==> src/rtl/fp_mantis_addsub_pipe.sv <==
`default_nettype none
// ============================================================================
// Module   : fp_mantis_addsub_pipe
// Brief    : 3-stage signed-magnitude mantissa add/sub with right (carry) and
//            left (cancellation) normalisation, valid/ready on both sides.
//            Optional macro FPADD_STICKY_EN keeps the bit lost on right shift.
// Revision : 1.0
// ============================================================================
module fp_mantis_addsub_pipe #(
    parameter int EXP_W  = 8,
    parameter int MANT_W = 28
) (
    input  logic              clk,
    input  logic              rst_n,
    input  logic              in_valid,
    output logic              in_ready,
    input  logic              sub,
    input  logic [EXP_W-1:0]  exp,
    input  logic              sign_A,
    input  logic [MANT_W-1:0] mantis_A,
    input  logic              sign_B,
    input  logic [MANT_W-1:0] mantis_B,
    output logic              out_valid,
    input  logic              out_ready,
    output logic              sign_out,
    output logic [EXP_W-1:0]  exp_out,
    output logic [MANT_W-1:0] mantis_out,
    output logic              ovf,
    output logic              zero
);

    localparam int c_LZC_W = $clog2(MANT_W + 1);
    localparam int c_SH_W  = (EXP_W > c_LZC_W) ? EXP_W : c_LZC_W;
    localparam logic [EXP_W-1:0] c_EXP_MAX = '1;

    // Stage registers
    logic              r_s1_valid, r_s1_sign, r_s1_zero;
    logic [EXP_W-1:0]  r_s1_exp;
    logic [MANT_W:0]   r_s1_raw;

    logic              r_s2_valid, r_s2_sign, r_s2_zero, r_s2_ovf;
    logic [EXP_W-1:0]  r_s2_exp;
    logic [MANT_W-1:0] r_s2_mant;

    logic              r_s3_valid, r_s3_sign, r_s3_zero, r_s3_ovf;
    logic [EXP_W-1:0]  r_s3_exp;
    logic [MANT_W-1:0] r_s3_mant;

    logic w_s1_adv, w_s2_adv, w_s3_adv;

    assign w_s3_adv = !r_s3_valid || out_ready;
    assign w_s2_adv = !r_s2_valid || w_s3_adv;
    assign w_s1_adv = !r_s1_valid || w_s2_adv;
    assign in_ready = w_s1_adv;

    assign out_valid  = r_s3_valid;
    assign sign_out   = r_s3_sign;
    assign exp_out    = r_s3_exp;
    assign mantis_out = r_s3_mant;
    assign ovf        = r_s3_ovf;
    assign zero       = r_s3_zero;

    // ---------------- S1: magnitude add / subtract ----------------
    logic            w_eff_sub, w_s1_sign, w_s1_zero;
    logic [MANT_W:0] w_s1_raw;

    always_comb begin
        w_eff_sub = sign_A ^ sign_B ^ sub;
        w_s1_sign = sign_A;
        w_s1_raw  = '0;
        if (!w_eff_sub) begin
            w_s1_raw = {1'b0, mantis_A} + {1'b0, mantis_B};
        end else if (mantis_A >= mantis_B) begin
            w_s1_raw = {1'b0, mantis_A} - {1'b0, mantis_B};
        end else begin
            w_s1_raw  = {1'b0, mantis_B} - {1'b0, mantis_A};
            w_s1_sign = sign_B ^ sub;
        end
        w_s1_zero = (w_s1_raw == '0);
        if (w_s1_zero) begin
            w_s1_sign = 1'b0;
        end
    end

    always_ff @(posedge clk or negedge rst_n) begin
        if (!rst_n) begin
            r_s1_valid <= 1'b0;
            r_s1_sign  <= 1'b0;
            r_s1_zero  <= 1'b0;
            r_s1_exp   <= '0;
            r_s1_raw   <= '0;
        end else if (w_s1_adv) begin
            r_s1_valid <= in_valid;
            if (in_valid) begin
                r_s1_sign <= w_s1_sign;
                r_s1_zero <= w_s1_zero;
                r_s1_exp  <= exp;
                r_s1_raw  <= w_s1_raw;
            end
        end
    end

    // ---------------- S2: right normalise on carry-out ----------------
    logic [EXP_W:0]    w_exp_inc;
    logic [EXP_W-1:0]  w_s2_exp;
    logic [MANT_W-1:0] w_s2_mant;
    logic              w_s2_ovf;

    always_comb begin
        w_exp_inc = {1'b0, r_s1_exp} + {{EXP_W{1'b0}}, 1'b1};
        w_s2_exp  = r_s1_exp;
        w_s2_mant = r_s1_raw[MANT_W-1:0];
        w_s2_ovf  = 1'b0;
        if (r_s1_raw[MANT_W]) begin
            w_s2_mant = r_s1_raw[MANT_W:1];
`ifdef FPADD_STICKY_EN
            w_s2_mant[0] = r_s1_raw[1] | r_s1_raw[0];
`endif
            w_s2_exp = w_exp_inc[EXP_W-1:0];
            // Reaching the reserved all-ones exponent (or beyond) is infinity
            if (w_exp_inc >= {1'b0, c_EXP_MAX}) begin
                w_s2_ovf  = 1'b1;
                w_s2_exp  = c_EXP_MAX;
                w_s2_mant = '0;
            end
        end
    end

    always_ff @(posedge clk or negedge rst_n) begin
        if (!rst_n) begin
            r_s2_valid <= 1'b0;
            r_s2_sign  <= 1'b0;
            r_s2_zero  <= 1'b0;
            r_s2_ovf   <= 1'b0;
            r_s2_exp   <= '0;
            r_s2_mant  <= '0;
        end else if (w_s2_adv) begin
            r_s2_valid <= r_s1_valid;
            if (r_s1_valid) begin
                r_s2_sign <= r_s1_sign;
                r_s2_zero <= r_s1_zero;
                r_s2_ovf  <= w_s2_ovf;
                r_s2_exp  <= w_s2_exp;
                r_s2_mant <= w_s2_mant;
            end
        end
    end

    // ---------------- S3: left normalise, clamped at exponent 0 ----------------
    logic [c_LZC_W-1:0] w_lzc;
    logic [c_SH_W-1:0]  w_lzc_x, w_exp_x, w_shift;
    logic [EXP_W-1:0]   w_s3_exp;
    logic [MANT_W-1:0]  w_s3_mant;

    always_comb begin
        w_lzc = c_LZC_W'(MANT_W);
        for (int i = 0; i < MANT_W; i++) begin
            if (r_s2_mant[i]) begin
                w_lzc = c_LZC_W'(MANT_W - 1 - i);
            end
        end
        w_lzc_x   = c_SH_W'(w_lzc);
        w_exp_x   = c_SH_W'(r_s2_exp);
        w_shift   = (w_lzc_x < w_exp_x) ? w_lzc_x : w_exp_x;
        w_s3_mant = r_s2_mant << w_shift;
        w_s3_exp  = r_s2_exp - w_shift[EXP_W-1:0];
        if (r_s2_ovf) begin
            w_s3_mant = r_s2_mant;
            w_s3_exp  = r_s2_exp;
        end else if (r_s2_zero) begin
            w_s3_mant = '0;
            w_s3_exp  = '0;
        end
    end

    always_ff @(posedge clk or negedge rst_n) begin
        if (!rst_n) begin
            r_s3_valid <= 1'b0;
            r_s3_sign  <= 1'b0;
            r_s3_zero  <= 1'b0;
            r_s3_ovf   <= 1'b0;
            r_s3_exp   <= '0;
            r_s3_mant  <= '0;
        end else if (w_s3_adv) begin
            r_s3_valid <= r_s2_valid;
            if (r_s2_valid) begin
                r_s3_sign <= r_s2_sign;
                r_s3_zero <= r_s2_zero;
                r_s3_ovf  <= r_s2_ovf;
                r_s3_exp  <= w_s3_exp;
                r_s3_mant <= w_s3_mant;
            end
        end
    end

endmodule
`default_nettype wire

==> config.mk <==
export PLATFORM = sky130hd
export DESIGN_NAME = fp_mantis_addsub_pipe
export DESIGN_NICKNAME = d
export VERILOG_FILES = /design/src/rtl/fp_mantis_addsub_pipe.sv
export SDC_FILE = /design/constraint.sdc
export NUM_CORES = 1
export LEC_CHECK = 0
export CAP_MARGIN = 0
export CORE_UTILIZATION = 51
export DETAILED_ROUTE_END_ITERATION = 8
export PLACE_DENSITY = 0.72
export SYNTH_ARGS = -nofsm -noshare
export SYNTH_HDL_FRONTEND = slang
export SYNTH_SLANG_ARGS = --single-unit
==> constraint.sdc <==
create_clock -name clk -period 6.6 [get_ports clk]
set_clock_uncertainty 0.15 [all_clocks]
set_input_delay 1.65 -clock clk [delete_from_list [all_inputs] [get_ports clk]]
set_output_delay 1.65 -clock clk [all_outputs]
set_load 0.02 [all_outputs]
== Yosys cells after proc, flatten, opt, wreduce, memory -nomap -nowiden ==
Cells that the tools add are included.

* Output and inout bits: 41
* Logic and storage cells: 83
* Flip-flop bits (word level): 120
* Bits of input ports: 71

* Shift-type cells: 1
* Mux-type cells: 44
* Magnitude comparators: 3
* Reductions and logical operators: 10
* Bitwise logic cells: 3
* Add/subtract/negate cells: 5

{| class="wikitable"
|+ Operators with widths
! kind !! count
|-
| $mux 5 || 27
|-
| $mux 28 || 4
|-
| $mux 29 || 2
|-
| $sub 28x28->29 || 2
|-
| $mux 8 || 5
|-
| $add 28x28->29 || 1
|-
| $logic_not 29->1 || 1
|-
| $ge 28x28->1 || 1
|-
| $shl 28x8->28 || 1
|-
| $add 8x1->9 const B || 1
|-
| $ge 9x8->1 const B || 1
|-
| $lt 5x8->1 || 1
|-
| $sub 8x8->8 || 1
|-
| $reduce_and 2->1 || 3
|-
| $mux 1 || 5
|-
| $logic_not 1->1 || 3
|-
| $logic_or 1x1->1 || 3
|-
| $mux 3 || 1
|-
| $xor 1x1->1 || 3
|}

== Longest topological paths before layout ==
Gate-level depths: netlist (run 1).

* Word-level depth: 33
* Depth in mapped cells: 26
* Gate-level depth less buffers: 23

== Worst setup path after synthesis (run 1) ==
Ideal clock, no wire load.

* Kind: register -> register
* From: register r_s2_mant[16]
* To: register r_s3_exp[6], in the netlist exp_out[6]
* Required time: 6367 ps
* Arrival time: 4731 ps
* Clock period less this slack: 4964 ps
* Stages on the path, launching flop included: 23
* Library setup time: 83 ps
* Path slack: 1636 ps
* Path through: dfrtp_1 clkbuf_1 nor4_1 nand2_1 a21oi_1 nor2_1 ha_1 a211oi_1 nor2b_1 nand2_1 o211a_2 nand2_1 mux2_2 inv_2 clkbuf_1 ha_1 o21ai_0 nand2b_1 a211o_1 or3_1 a21oi_1 a21oi_1 o21ai_0

* Longest elaborated chain between the ends: 17

{| class="wikitable"
|+ RTL lines
! item !! RTL line !! RTL
|-
| start, declared || 43 || <nowiki>logic [MANT_W-1:0] r_s2_mant;</nowiki>
|-
| start signal, assigned || 144 || <nowiki>r_s2_mant <= w_s2_mant;</nowiki>
|-
| $mux 5 (*) (12 in series) || 158 || <nowiki>if (r_s2_mant[i]) begin</nowiki>
|-
| $lt 5x8->1 || 164 || <nowiki>w_shift = (w_lzc_x < w_exp_x) ? w_lzc_x : w_exp_x;</nowiki>
|-
| $mux 8 (*) || 164 ||
|-
| $sub 8x8->8 (*) || 166 || <nowiki>w_s3_exp = r_s2_exp - w_shift[EXP_W-1:0];</nowiki>
|-
| $mux 8 (*) || 170 || <nowiki>end else if (r_s2_zero) begin</nowiki>
|-
| $mux 8 (*) || 167 || <nowiki>if (r_s2_ovf) begin</nowiki>
|-
| end signal, assigned || 190 || <nowiki>r_s3_exp <= w_s3_exp;</nowiki>
|-
| end, declared || 46 || <nowiki>logic [EXP_W-1:0] r_s3_exp;</nowiki>
|}

Mark *: on every way between the ends. The rest lies on a longest branch, timed or not.
A chain may end at the register's enable or synchronous reset.

== Final worst setup path (run 1) ==
* From: input port mantis_A[20]
* To: register r_s1_sign

* Longest elaborated chain between the ends: 5

{| class="wikitable"
|+ RTL lines
! item !! RTL line !! RTL
|-
| start, declared || 20 || <nowiki>input logic [MANT_W-1:0] mantis_A,</nowiki>
|-
| $sub 28x28->29 (tied with other cells) || 76 || <nowiki>w_s1_raw = {1'b0, mantis_B} - {1'b0, mantis_A};</nowiki>
|-
| $mux 29 || 73 || <nowiki>end else if (mantis_A >= mantis_B) begin</nowiki>
|-
| $mux 29 || 71 || <nowiki>if (!w_eff_sub) begin</nowiki>
|-
| $logic_not 29->1 || 79 || <nowiki>w_s1_zero = (w_s1_raw == '0);</nowiki>
|-
| $mux 1 (*) || 80 || <nowiki>if (w_s1_zero) begin</nowiki>
|-
| end signal, assigned || 95 || <nowiki>r_s1_sign <= w_s1_sign;</nowiki>
|-
| end, declared || 37 || <nowiki>logic r_s1_valid, r_s1_sign, r_s1_zero;</nowiki>
|}

Marks and branches as above.

==> run metrics, run 1 <==
status finished clean; fmax 166 MHz; initial drt markers approximately 1,200; Syn Inst Count 1,657; syn_nets roughly 1,800; drt drc 0; Reg2Reg Depth 23; Via-to-Cell Ratio 6.39; Critical-path top delay cell ha_1; Die Span X 160 um; critical path cell sequence clkdlybuf4s50_1 > inv_1 > ha_1 > nand4_1 > nor4_4 > a21oi_2 > o21ai_2 > nor2_4 > mux2_2 > a221o_1 > a21oi_1 > nor4b_1 > nor4b_2 > a21oi_1; setup TNS 0 ns; Post-synth EDFFs 0; global-route wire length before repair 67,500 um; Distinct cells, synth 102; Slew Viols, Final 0; largest net degree at the start of global routing 85; MaxCap Viol Count 0; Row Count 57; H-tree levels 4; Worst Path Max Fanout 18; CTS Root Buffer Type clkbuf_16; CTS Buf Count 17; total leakage power 6.46 nW; Crit path largest cell delay 0.55 ns; RSZ-0062 raised after global routing false; Worst EP arrival 6.16 ns; Max rail drop VDD 0.278 mV; Total GRT Usage 33.1%; CP Data Required Time about 6.7 ns; Worst Max-Slew Pin Slew around 1.2 ns; total I/O pin count about 110; WS Path Type in -> reg; post-layout min period roughly 6 ns; most frequent cells in the layout nand2_1 (216), a21oi_1 (133), dfrtp_1 (119); final worst setup slack 0.580 ns; Post-Place Worst Slack 0.329 ns; IO buf count 111; Routed WL per cell 20.8 um; crit share post-route 91.2%; final HPWL from detailed placement 32,400 um; Initial Util 52.2%; most used cell along the critical path a21oi_1; clock latency on the worst-skew pair ~0.42 ns; Hold Path Depth 2; power per cell area 372 nW/um2; Synth Register Bits 120; drt total wl 42,400 um; Setup crit end kind register; Die Y 160 um; Layout Nets roughly 1,900; fill cell count about 2,300; Placer Congestion around 1; cts hold-fix bufs 0; total number of yosys warnings 0; n_diodes 0; final setup vio count 0; final hold violations 0; Async SR Flop Fraction 100%; initial antenna violation count 0; Startpoint Class primary input; mapped cell area 12,800 um2; Area Overhead vs Synth 13.4%; Max Root-Sink Buffers 2; vias in the first global route 12,364; full die area ~26,000 um2; post-synthesis sequential area ratio between 20% and 30%; Clk pin slew, worst setup/hold paths ~0.050 ns; Gates resized, CTS repair 0; DP Area between 10,000 and 15,000 um2; Antenna Nets Post-Route 0; vias about 13,000; TritonCTS clock tree yes; GRT overflow 0; syn avg cell area 7.71 um2; commonest non-fill, non-tap cell in the layout nand2_1; layout cell share with drive strength beyond 1 about 7.7%; final instance area 14,500 um2; DRT Pass-1 Iters 6; final hold slack 0.332 ns; Hold Path Class reg -> reg; Core ar. 24,500 um2; post-CTS setup buffer count 0; prevailing post-synth register cell dfrtp_1; Max-Slew Margin vs Limit 16.5%; final core utilization 59.2%; clock sinks 120
state kept, by name (all words and copies together) (netlist names), 8 cells and up:
register,count
r_s2_mant,28
r_s1_raw,29
mantis_out,28
r_s1_exp,8
r_s2_exp,8
exp_out,8
per-layer routing:
layer / part of all wire [%] / GRT usage, %
met3: 6.0 / 4.16
met1: 40 / 39.9
met4: 5.2 / 18.0
met2: 48 / 57.3
met5: 0 / 0
metrics by stage:
stage / total power [mW] / cells
finish: 5.40 / 2039
global route: 5.72 / 2039
CTS: 5.34 / 2039
detailed placement: 4.46 / 2008
global placement: 4.42 / 2008
floorplan: 3.53 / 1657
critical path: cells and delay by family:
| family | cells | cell delay [ns] |
|---|---|---|
| muxes | 1 | 0.43 |
| AOI/OAI and AO/OA | 5 | 1.33 |
| and+or+nand+nor | 5 | 1.62 |
| adders and majority gates | 1 | 0.55 |
| buffers and inverters | 2 | 0.57 |
power breakdown:
group / internal, mW / switching [mW]
Clock: 0.532 / 0.324
Sequential: 0.986 / 0.356
Combinational: 1.34 / 1.86
Yosys cell counts (5+ instances only):
cell type / instances / share of area (%)
nor2b_1: 41 / 2.0
o21ai_0: 106 / 4.2
xor2_1: 10 / 0.69
buf_1: 9 / 0.26
nand4_1: 14 / 0.69
o21a_1: 15 / 0.88
a221oi_1: 18 / 1.2
buf_2: 23 / 0.90
clkbuf_1: 55 / 1.6
or3_1: 10 / 0.49
buf_4: 13 / 0.76
mux2_2: 23 / 2.0
a21oi_1: 133 / 5.2
nor3_1: 36 / 1.4
and2_1: 11 / 0.54
a211oi_2: 5 / 0.49
ha_1: 95 / 9.3
a311oi_1: 8 / 0.55
a221o_1: 13 / 1.0
a22oi_1: 6 / 0.35
a211oi_1: 23 / 1.4
o211a_1: 5 / 0.39
nor4_1: 17 / 0.83
nand2b_1: 24 / 1.2
nand3_1: 30 / 1.2
o211ai_1: 18 / 1.1
o22ai_1: 17 / 0.83
mux2i_1: 62 / 4.9
o21bai_1: 9 / 0.53
a31oi_1: 38 / 1.9
nor2_1: 113 / 3.3
buf_6: 11 / 0.97
inv_1: 100 / 2.9
or4_1: 5 / 0.29
nand2_1: 217 / 6.4
o31ai_1: 10 / 0.59
and3_1: 27 / 1.3
a21o_1: 21 / 1.2
a211o_1: 9 / 0.62
dfrtp_1: 120 / 24
xnor2_1: 18 / 1.2
o21ai_1: 13 / 0.51
path summary, 6_finish.rpt:
path | from | end | slack [ns]
worst min-delay path | r_s2_sign | sign_out | 0.33
min in group asynchronous | rst_n | r_s1_exp[3] | 1.28
worst max register to register | r_s2_mant[16] | exp_out[7] | 0.66
worst min register to register | r_s2_sign | sign_out | 0.33
max in group asynchronous | rst_n | r_s1_raw[28] | 3.90
worst max-delay path | mantis_A[20] | r_s1_sign | 0.58
kinds of logic after synthesis:
logic type      after synthesis  synth area share [%]
mux                          90                  7.53
flops                       120                  23.5
fa+ha+maj                    99                  9.93
xor+xnor                     28                  1.92
buf+inv                     214                  7.60
simple gates                578                  22.0
compound gates              528                  27.5
final cells by class:
type	instances	area (um2)	share of cell area (%)
Clock buffer	23	468	3.23
Multi-Input combinational cell	1323	8830	61.0
Sequential cell	120	3000	20.7
Clock inverter	8	73.8	0.510
Tap cell	324	405	2.80
Timing Repair Buffer	138	1310	9.05
Inverter	103	394	2.72
Power figures use the tool's default switching activity.
==> run 2: changes to the inputs <==
--- a/config.mk
+++ b/config.mk
@@ -12,3 +12,4 @@
 export SYNTH_ARGS = -nofsm -noshare
 export SYNTH_HDL_FRONTEND = slang
 export SYNTH_SLANG_ARGS = --single-unit
+export TNS_END_PERCENT = 50
==> results of run 2 <==
No change in the layout: final DEF, timing and power equal those of run 1.
